$ cat src/rtl/result_uart_serializer.sv
// Streams a captured ROWS x COLS result matrix as ASCII hex text over a byte
// valid/ready handshake: one line per row, entries space-separated, CR LF ended.
module result_uart_serializer #(
  parameter int ROWS = 10,
  parameter int COLS = 10,
  parameter int EW   = 4
) (
  input  logic                      clk,
  input  logic                      rst,
  input  logic                      load,
  input  logic [ROWS*COLS*EW-1:0]   result_in,
  output logic                      busy,
  output logic                      done,
  output logic [7:0]                tx_data,
  output logic                      tx_valid,
  input  logic                      tx_ready
);

  localparam int N  = ROWS * COLS;
  localparam int RW = (ROWS > 1) ? $clog2(ROWS) : 1;
  localparam int CW = (COLS > 1) ? $clog2(COLS) : 1;
  localparam int KW = (N > 1) ? $clog2(N) : 1;
  localparam logic [RW-1:0] R_LAST = RW'(ROWS - 1);
  localparam logic [CW-1:0] C_LAST = CW'(COLS - 1);

  typedef enum logic [2:0] {IDLE, DIGIT, SPACE, CR, LF, DONE} state_t;

  state_t              state_reg, state_next;
  logic [N*EW-1:0]     shadow_reg, shadow_next;
  logic [RW-1:0]       r_reg, r_next;
  logic [CW-1:0]       c_reg, c_next;
  logic [7:0]          tx_data_reg, tx_data_next;
  logic [3:0]          entry [N];
  logic [KW-1:0]       idx_next;
  logic [3:0]          digit_val;
  logic [7:0]          digit_ascii;

  // Entries are decoded from the next-cycle shadow so the byte register can
  // be loaded in the same edge that moves the counters.
  generate
    for (genvar gi = 0; gi < N; gi++) begin : g_entry
      assign entry[gi] = 4'(shadow_next[gi*EW +: EW]);
    end
  endgenerate

  assign idx_next    = KW'(r_next) * KW'(COLS) + KW'(c_next);
  assign digit_val   = entry[idx_next];
  assign digit_ascii = (digit_val < 4'd10) ? (8'h30 + {4'h0, digit_val})
                                           : (8'h37 + {4'h0, digit_val});

  always_comb begin
    state_next  = state_reg;
    shadow_next = shadow_reg;
    r_next      = r_reg;
    c_next      = c_reg;
    case (state_reg)
      IDLE: begin
        if (load) begin
          shadow_next = result_in;
          r_next      = '0;
          c_next      = '0;
          state_next  = DIGIT;
        end
      end
      DIGIT: if (tx_ready) state_next = (c_reg == C_LAST) ? CR : SPACE;
      SPACE: begin
        if (tx_ready) begin
          c_next     = c_reg + CW'(1);
          state_next = DIGIT;
        end
      end
      CR:    if (tx_ready) state_next = LF;
      LF: begin
        if (tx_ready) begin
          if (r_reg != R_LAST) begin
            r_next     = r_reg + RW'(1);
            c_next     = '0;
            state_next = DIGIT;
          end else begin
            state_next = DONE;
          end
        end
      end
      DONE:    state_next = IDLE;
      default: state_next = IDLE;
    endcase
  end

  // Byte register holds its value outside sending states.
  always_comb begin
    tx_data_next = tx_data_reg;
    case (state_next)
      DIGIT:   tx_data_next = digit_ascii;
      SPACE:   tx_data_next = 8'h20;
      CR:      tx_data_next = 8'h0D;
      LF:      tx_data_next = 8'h0A;
      default: tx_data_next = tx_data_reg;
    endcase
  end

  always_ff @(posedge clk or posedge rst) begin
    if (rst) begin
      state_reg   <= IDLE;
      shadow_reg  <= '0;
      r_reg       <= '0;
      c_reg       <= '0;
      tx_data_reg <= 8'h00;
    end else begin
      state_reg   <= state_next;
      shadow_reg  <= shadow_next;
      r_reg       <= r_next;
      c_reg       <= c_next;
      tx_data_reg <= tx_data_next;
    end
  end

  // Decoded straight from the state register so reset drops them at once.
  assign tx_valid = (state_reg == DIGIT) || (state_reg == SPACE) ||
                    (state_reg == CR)    || (state_reg == LF);
  assign busy     = tx_valid;
  assign done     = (state_reg == DONE);
  assign tx_data  = tx_data_reg;

endmodule

$ cat config.mk
export PLATFORM = sky130hd
export DESIGN_NAME = result_uart_serializer
export DESIGN_NICKNAME = d
export VERILOG_FILES = /design/src/rtl/result_uart_serializer.sv
export SDC_FILE = /design/constraint.sdc
export NUM_CORES = 1
export LEC_CHECK = 0
export CORE_MARGIN = 8
export CORE_UTILIZATION = 52
export DETAILED_ROUTE_END_ITERATION = 12
export GPL_ROUTABILITY_DRIVEN = 0
export HOLD_SLACK_MARGIN = 0.05
export PLACE_DENSITY_LB_ADDON = 0.05
export SLEW_MARGIN = 20
export SYNTH_ARGS = -nofsm -noshare
export SYNTH_HDL_FRONTEND = slang
export SYNTH_SLANG_ARGS = --single-unit
$ cat constraint.sdc
create_clock -name clk -period 16.4 [get_ports clk]
set_input_delay 3.28 -clock clk [delete_from_list [all_inputs] [get_ports clk]]
set_output_delay 3.28 -clock clk [all_outputs]
set_load 0.03 [all_outputs]
==> summary.txt, run 1 <==
Status
  • Run status: finished, final reports clean

Power
  • Leak: ~12 nW
  • Combinational Power Share: 0.492
  • Share of total power in sequential cells: 0.316
  • Power per cell area: about 200 nW/µm²
  • Worst IR Drop VDD: roughly 130 µV
  • Switching power: approximately 2.2 mW
  • Clock power frac: 0.193
  • Switching power share of the total: 0.412
  • Total internal power: roughly 3.1 mW

Setup path
  • Cell-by-cell trace of the critical path: clkdlybuf4s50_1 > or4b_4 > nand3_1 > o21ai_0 > ha_2 > inv_1 > fa_1 > inv_2 > nand2_1 > nor2_1 > o21ai_0 > nor2_1 > a2111oi_0 > a211oi_1 > o32ai_4 > ha_1 > inv_1 > o211ai_1 > o221ai_1
  • Type of destination of the critical path: flop
  • Critical Path Fanout Max: 63
  • Type of the setup path with the least slack: input port to flop
  • Arrival time of data at the critical path endpoint: approximately 9000 ps
  • Cell family with the largest share of critical-path delay: simple AND/OR/NAND/NOR gates
  • Required time at the worst-slack endpoint: 16810 ps
  • Critical Path Max Stage Delay: slightly above 800 ps
  • Buffer and inverter count on the worst path: 4
  • Startpoint kind of the worst setup timing path: input port
  • Cell with the largest stage delay on the worst path: sky130_fd_sc_hd__or4b_4

Timing
  • Share of the clock period used by the worst path: 0.526
  • Unrepaired setup endpoints after global routing: no
  • Crit path time final: roughly 8600 ps
  • Number of max-slew violations in the final report: 0
  • Final Skew: 26.8 ps
  • Post-Route Setup TNS: 0 ps
  • Minimum setup slack in the final design: 7770 ps
  • Slew HR: 0.250
  • Number of hold violations in the final report: 0
  • Final setup vio count: 0
  • Transition time at the pin with the least slew margin: ~1100 ps
  • Maximum operating frequency: roughly 120 MHz

Logic synthesis
  • Async set-reset flop share out of synthesis: 1.00
  • Most common flop cell mapped by yosys: sky130_fd_sc_hd__dfrtp_1
  • Post-synthesis cell type count: 72
  • Mux cell area share after synthesis: 0.119
  • Count of yosys warnings during synthesis: 0
  • Arithmetic-cell share of the synthesized area counting full adders, half adders and majority gates: 0.00875
  • Gate Count Post-Synth: around 2200
  • Proportion of synthesized chip area in sequential cells: 0.515
  • Total nets after synthesis: around 2600
  • Area contributors post-synth: sky130_fd_sc_hd__dfrtp_1 52%, sky130_fd_sc_hd__nand2_1 19%, sky130_fd_sc_hd__mux4_2 5.4%
  • Area of the mapped netlist: about 20000 µm²
  • Synth Area in Compound Gates: 0.0660
  • Post-synthesis share of cell area spent on and, or, nand and nor gates: 0.238
  • Library cell with the largest summed area after synthesis: sky130_fd_sc_hd__dfrtp_1
  • Synthesized area per cell: between 9 and 10 µm²
  • Combinational family with the most area after synthesis: simple AND/OR/NAND/NOR gates
  • Share of the synthesized area in the top cell type: 0.515
  • Fraction of synthesized cell area in xor and xnor cells: 0.00518
  • Number of flops mapped to enable cells by yosys: 0
  • Flop and latch count out of synthesis: 418

Detailed routing
  • Via-per-instance ratio: 5.54
  • Total number of vias: 17272
  • Number of nets with antenna violations after detailed routing: 0
  • Number of detailed-routing iterations run before antenna repair: 5
  • Per-cell routed wire length: between 20 and 25 µm
  • DRC violation count after routing: 0
  • DR iter-0 viols: roughly 1600
  • Wire length reported by the detailed router: just under 70 mm

Clock tree
  • TritonCTS clock tree: yes
  • CTS-repair resized insts: 0
  • Cts hold-fix bufs: 0
  • Total number of clock tree sinks: roughly 420
  • Maximum level of the CTS H-tree: 2
  • Clock-pin transition on the worst setup and hold timing paths: ~60 ps
  • Insertion delay to the later sink of the worst-skew pair: a little under 600 ps
  • Total CTS buffers: 46
  • Setup Fix Bufs, Post-CTS: 0
  • Root Buffer: sky130_fd_sc_hd__clkbuf_16
  • Clock Path Buffers: 3

Cells and area
  • Number of flip-flops under the largest register name: 400
  • Growth of design area from synthesis to finish: 28.4%
  • Footprint of the multi-input gates: a little under 9000 µm²
  • Post-layout net count: 2977
  • Fill cell count: 3083
  • Area occupied by registers: approximately 10000 µm²
  • Share of cells above drive strength 1: 0.0914

Global route
  • Number of global-route vias before repair: between 15000 and 20000
  • Global-route wire length before repair: roughly 100 mm
  • GRT Total Usage: 0.299
  • Leftover overflow at the end of global routing: 0
  • Largest net degree at the start of global routing: roughly 200
  • Antenna violations before repair: 9

Floorplanning
  • I/O pin count: roughly 420
  • Initial cell density of the core: 0.525
  • Std cell rows: 72
  • Area of the placeable core: 38600 µm²
  • Area enclosed by the die boundary: 45600 µm²
  • Die Height: around 210 µm
  • Horiz. Die Dim: ~210 µm

Run
  • Maximum capacitance violations: 0

Placed design
  • Post-detail-place hpwl: ~50 mm
  • Post-placement worst setup slack: around 7300 ps
  • Number of buffers added on ports: 413

Hold path
  • Worst min-delay path class: flop to flop
==> cells in the final DEF (no fill, tap or decap), types with 10 or more instances in the layout <==
master / Yosys / routed
sky130_fd_sc_hd__a211o_1: 10 / 10
sky130_fd_sc_hd__a211oi_1: 12 / 12
sky130_fd_sc_hd__a21oi_1: 32 / 32
sky130_fd_sc_hd__and2_1: 39 / 39
sky130_fd_sc_hd__buf_4: 16 / 15
sky130_fd_sc_hd__clkbuf_1: 34 / 10
sky130_fd_sc_hd__clkbuf_16: 0 / 46
sky130_fd_sc_hd__clkdlybuf4s50_1: 0 / 413
sky130_fd_sc_hd__clkinv_2: 0 / 11
sky130_fd_sc_hd__dfrtp_1: 418 / 418
sky130_fd_sc_hd__ha_1: 11 / 10
sky130_fd_sc_hd__inv_1: 56 / 55
sky130_fd_sc_hd__mux2_2: 80 / 80
sky130_fd_sc_hd__mux2i_1: 42 / 42
sky130_fd_sc_hd__mux4_2: 49 / 49
sky130_fd_sc_hd__nand2_1: 1029 / 1029
sky130_fd_sc_hd__nand3_1: 14 / 14
sky130_fd_sc_hd__nor2_1: 88 / 88
sky130_fd_sc_hd__nor3_1: 10 / 10
sky130_fd_sc_hd__o211ai_1: 17 / 17
sky130_fd_sc_hd__o21ai_0: 30 / 30
sky130_fd_sc_hd__o22ai_1: 11 / 11
sky130_fd_sc_hd__or3_1: 10 / 10
==> worst min-delay path, stage by stage (launching register included) <==
cell and delay [ps]:
sky130_fd_sc_hd__dfrtp_1 320, sky130_fd_sc_hd__nand2_1 40, sky130_fd_sc_hd__nand2_1 70
==> Yosys cell counts (3+ instances only) <==
cell type / number
sky130_fd_sc_hd__inv_1: 56
sky130_fd_sc_hd__a22o_1: 3
sky130_fd_sc_hd__and2_1: 39
sky130_fd_sc_hd__a22oi_1: 5
sky130_fd_sc_hd__nor3_1: 10
sky130_fd_sc_hd__a211o_1: 10
sky130_fd_sc_hd__buf_2: 57
sky130_fd_sc_hd__a311oi_1: 3
sky130_fd_sc_hd__xor2_1: 6
sky130_fd_sc_hd__dfrtp_1: 418
sky130_fd_sc_hd__o311a_1: 5
sky130_fd_sc_hd__a21o_1: 6
sky130_fd_sc_hd__nor4_1: 5
sky130_fd_sc_hd__a211oi_1: 12
sky130_fd_sc_hd__ha_1: 11
sky130_fd_sc_hd__mux2i_1: 42
sky130_fd_sc_hd__o2111ai_1: 3
sky130_fd_sc_hd__o21a_1: 9
sky130_fd_sc_hd__or3_1: 10
sky130_fd_sc_hd__nand3_1: 14
sky130_fd_sc_hd__nand4_1: 4
sky130_fd_sc_hd__buf_4: 16
sky130_fd_sc_hd__nor2_1: 88
sky130_fd_sc_hd__xnor2_1: 6
sky130_fd_sc_hd__o21ai_0: 30
sky130_fd_sc_hd__nand3b_1: 3
sky130_fd_sc_hd__mux2_2: 80
sky130_fd_sc_hd__buf_1: 9
sky130_fd_sc_hd__buf_6: 15
sky130_fd_sc_hd__a21oi_1: 32
sky130_fd_sc_hd__o22ai_1: 11
sky130_fd_sc_hd__a31oi_1: 9
sky130_fd_sc_hd__nand2_1: 1029
sky130_fd_sc_hd__a2111oi_0: 5
sky130_fd_sc_hd__mux4_2: 49
sky130_fd_sc_hd__nand2b_1: 4
sky130_fd_sc_hd__clkbuf_1: 34
sky130_fd_sc_hd__o211ai_1: 17
sky130_fd_sc_hd__and3_1: 4
==> through the flow <==
stage	hold WS, ps	utilization	cells	power, mW	area (µm²)
global route	476	0.675	3115	5.62	26100
finish	468	0.675	3116	5.31	26100
global placement	446	0.636	3030	4.19	24600
detailed placement	456	0.636	3030	4.25	24600
CTS	470	0.674	3111	5.29	26100
floorplan	436	-	2212	3.46	20300
==> per-layer routing <==
metal,global-route usage,part of all wire,up-vias
met5,0,0.00093,-
met4,0.123,0.038,10
met3,0.0700,0.084,145
met2,0.478,0.47,733
met1,0.390,0.41,8474
li1,-,-,7910
==> area by class of cell <==
type / instances / share of cell area
Antenna cell: 5 / 0.000480
Clock buffer: 65 / 0.0503
Clock inverter: 16 / 0.00662
Inverter: 59 / 0.00897
Multi-Input combinational cell: 1604 / 0.343
Sequential cell: 418 / 0.401
Tap cell: 518 / 0.0249
Timing Repair Buffer: 431 / 0.164
==> kinds of logic (layout without fill, tap and decap cells) <==
group,after synthesis,in the layout
buffers and inverters,190,571
AOI/OAI and AO/OA,188,188
muxes,171,171
adders and majority gates,13,13
DFF,418,418
xor gates and xnor gates,12,12
and+or+nand+nor,1219,1219
other,1,6
==> worst paths after layout <==
check | from | endpoint | slack [ps] | cells after the start
max in group asynchronous | rst | shadow_reg[171]$_DFF_PP0_ | 10240 | 5
hold reg to reg | shadow_reg[88]$_DFF_PP0_ | shadow_reg[88]$_DFF_PP0_ | 470 | 2
setup reg to reg | state_reg[2]$_DFF_PP0_ | tx_data[1]$_DFFE_PP0P_ | 10200 | 18
setup / recovery | load | tx_data[1]$_DFFE_PP0P_ | 7770 | 19
min in group asynchronous | rst | shadow_reg[268]$_DFF_PP0_ | 3290 | 2
hold / removal | shadow_reg[88]$_DFF_PP0_ | shadow_reg[88]$_DFF_PP0_ | 470 | 2
==> power groups by stage <==
stage | sequential [mW] | clock, mW | combinational (mW)
global route | 1.72 | 1.08 | 2.82
detailed placement | 1.69 | 0 | 2.56
global placement | 1.67 | 0 | 2.52
finish | 1.68 | 1.02 | 2.61
CTS | 1.67 | 1.04 | 2.58
floorplan | 1.66 | 0 | 1.80
No activity file was read; power rests on OpenSTA's default activity.
==> run 2: changes to the inputs <==
Clock period 16.4 ns to 8.2 ns, I/O delays scaled along.
==> summary.txt, run 2 (synthesis gave the netlist of run 1 again) <==
Detailed routing
  • WL met2: 32.4 mm (-0.78%)
  • Uppermost routed layer: met5
  • Number of detailed-routing iterations run before antenna repair: 8 (+3)
  • Per-cell routed wire length: 22.4 µm (+1.1%)
  • DR iter-0 viols: 2047 (+24%)
  • Met3 wirelength from detailed routing: 6.98 mm (+20%)
  • Total number of vias: 17313 (+0.24%)
  • Wire length the detailed router placed on met1: 27.5 mm (-1.8%)
  • Number of nets with antenna violations after detailed routing: 0 (unchanged)
  • DRC violation count after routing: 0 (unchanged)
  • Wire length reported by the detailed router: 69.8 mm (+0.93%)
  • Via-per-instance ratio: 5.56 (+0.37%)

Power
  • Leak: 12.4 nW (-0.21%)
  • Share of total power in sequential cells: 0.315 (about the same)
  • Worst IR Drop VDD: 382 µV (+180%)
  • Switching power share of the total: 0.419 (+0.00690)
  • Clock power frac: 0.181 (-0.012)
  • Switching power: 4.46 mW (+100%)
  • Power per cell area: 409 nW/µm² (+100%)
  • Combinational Power Share: 0.504 (+0.012)
  • Total internal power: 6.19 mW (+98%)

Floorplanning
  • Std cell rows: 72 (unchanged)
  • Die Height: 214 µm (unchanged)
  • I/O pin count: 415 (unchanged)
  • Area of the placeable core: 38600 µm² (unchanged)
  • Area enclosed by the die boundary: 45600 µm² (unchanged)
  • Horiz. Die Dim: 214 µm (unchanged)
  • Initial cell density of the core: 0.525 (unchanged)

Timing
  • Crit path time final: slightly below 7000 ps
  • Slew HR: 0.295 (+0.0450)
  • Maximum operating frequency: roughly 150 MHz
  • Final setup vio count: 0 (unchanged)
  • Share of the clock period used by the worst path: 0.821
  • Final Skew: 25.6 ps (-1.19 ps)
  • Unrepaired setup endpoints after global routing: no
  • Number of hold violations in the final report: 0 (unchanged)
  • Minimum setup slack in the final design: 1470 ps (-6300 ps)
  • Number of max-slew violations in the final report: 0 (unchanged)
  • Post-Route Setup TNS: 0 ps (unchanged)
  • Transition time at the pin with the least slew margin: 1060 ps (-62.0 ps)

Global route
  • Global-route wire length before repair: 105 mm (+1.4%)
  • Number of global-route vias before repair: 17862 (-0.022%)
  • GRT Total Usage: 0.303 (+0.00448)
  • Antenna violations before repair: 6 (-3)
  • Leftover overflow at the end of global routing: 0 (unchanged)
  • Largest net degree at the start of global routing: 218 (+9.5%)

Cells and area
  • Final core utilization: 0.674 (about the same)
  • Number of flip-flops under the largest register name: 400 (unchanged)
  • Growth of design area from synthesis to finish: 28.3% (about the same)
  • Most used cells in the layout excluding fill and tap cells: 1029 x sky130_fd_sc_hd__nand2_1, 418 x sky130_fd_sc_hd__dfrtp_1, 413 x sky130_fd_sc_hd__clkdlybuf4s50_1, 88 x sky130_fd_sc_hd__nor2_1, 80 x sky130_fd_sc_hd__mux2_2
  • Leading cell type in the layout, fill and taps excluded: sky130_fd_sc_hd__nand2_1
  • Post-layout net count: 2977 (unchanged)
  • Footprint of the multi-input gates: 8950 µm² (unchanged)
  • Area occupied by registers: 10500 µm² (unchanged)
  • Fill cell count: 3135 (+1.7%)
  • Share of cells above drive strength 1: 0.0904 (-0.000983)

Clock tree
  • Total number of clock tree sinks: 418 (unchanged)
  • Setup Fix Bufs, Post-CTS: 0 (unchanged)
  • Clock Path Buffers: 3 (unchanged)
  • Insertion delay to the later sink of the worst-skew pair: 570 ps (about the same)
  • Root Buffer: sky130_fd_sc_hd__clkbuf_16
  • Clock-pin transition on the worst setup and hold timing paths: 60 ps (about the same)
  • CTS-repair resized insts: 0 (unchanged)
  • Maximum level of the CTS H-tree: 2 (unchanged)
  • Cts hold-fix bufs: 0 (unchanged)
  • Total CTS buffers: 44 (-4.3%)
  • TritonCTS clock tree: yes

Placed design
  • Post-placement worst setup slack: 1060 ps (-6220 ps)
  • Number of buffers added on ports: 413 (unchanged)
  • Post-detail-place hpwl: 51.2 mm (+1.5%)

Setup path
  • Critical Path Max Stage Delay: 590 ps (-230 ps)
  • Type of destination of the critical path: flop
  • Required time at the worst-slack endpoint: 8600 ps (-8210 ps)
  • Startpoint kind of the worst setup timing path: input port
  • Cell-by-cell trace of the critical path: clkdlybuf4s50_1 > a21o_1 > and3_1 > o32ai_1 > ha_2 > inv_1 > fa_1 > buf_4 > inv_2 > nand2_1 > nor2_1 > o21ai_0 > nor2_1 > a2111oi_0 > a211oi_1 > o32ai_4 > ha_1 > inv_1 > o211ai_1 > o221ai_1
  • Type of the setup path with the least slack: input port to flop
  • Cell with the largest stage delay on the worst path: sky130_fd_sc_hd__inv_2
  • Arrival time of data at the critical path endpoint: 7130 ps (-1910 ps)
  • Critical Path Fanout Max: 25 (-60%)

Run
  • Maximum capacitance violations: 0 (unchanged)

Status
  • Run status: finished, final reports clean

Hold path
  • Worst min-delay path class: flop to flop
-- run 2: layer usage --
| layer | up-vias | global-route usage |
|---|---|---|
| met5 | - | 0 |
| met2 | 838 | 0.474 |
| met3 | 182 | 0.0776 |
| met4 | 2 | 0.127 |
| li1 | 7906 | - |
| met1 | 8385 | 0.401 |
-- run 2: per-stage QoR --
stage / area [µm²] / cells / total power, mW / hold slack, ps
after floorplan: 20300 / 2212 / 6.92 / 436
final: 26100 / 3112 / 10.7 / 467
after CTS: 26000 / 3106 / 10.6 / 470
after global placement: 24700 / 3032 / 8.51 / 447
after global routing: 26100 / 3110 / 11.3 / 483
after detailed placement: 24700 / 3032 / 8.62 / 455
-- run 2: cell type report --
| cell class | instances | area share |
|---|---|---|
| flip-flops and latches | 418 | 0.401 |
| well taps | 518 | 0.0249 |
| repair buffers | 433 | 0.168 |
| clock inverters | 12 | 0.00379 |
| inverters | 59 | 0.00883 |
| clock buffers | 62 | 0.0495 |
| multi-input cells | 1604 | 0.343 |
| diodes | 6 | 0.000576 |
-- run 2: path summary, 6_finish.rpt --
path | from | endpoint | slack (ps) | cells after the start
setup / recovery | tx_ready | tx_data[1]$_DFFE_PP0P_ | 1470 | 20
hold / removal | shadow_reg[176]$_DFF_PP0_ | shadow_reg[176]$_DFF_PP0_ | 470 | 2
setup reg to reg | state_reg[2]$_DFF_PP0_ | tx_data[1]$_DFFE_PP0P_ | 2140 | 20
hold reg to reg | shadow_reg[176]$_DFF_PP0_ | shadow_reg[176]$_DFF_PP0_ | 470 | 2
max in group asynchronous | rst | shadow_reg[124]$_DFF_PP0_ | 5010 | 4
min in group asynchronous | rst | shadow_reg[87]$_DFF_PP0_ | 1750 | 3
-- run 2: critical path: cells and delay by family --
family                     cells  cell delay, ps
adders and majority gates      3            1030
buffers and inverters          5            1460
and+or+nand+nor                4            1230
AOI/OAI and AO/OA              8            1770
-- run 2: power by group through the flow --
| stage | clock network, mW | logic [mW] | registers (mW) |
|---|---|---|---|
| detailed placement | 0 | 5.25 | 3.37 |
| CTS | 1.95 | 5.30 | 3.34 |
| global route | 2.04 | 5.78 | 3.44 |
| finish | 1.93 | 5.37 | 3.35 |
| floorplan | 0 | 3.61 | 3.31 |
| global placement | 0 | 5.18 | 3.33 |
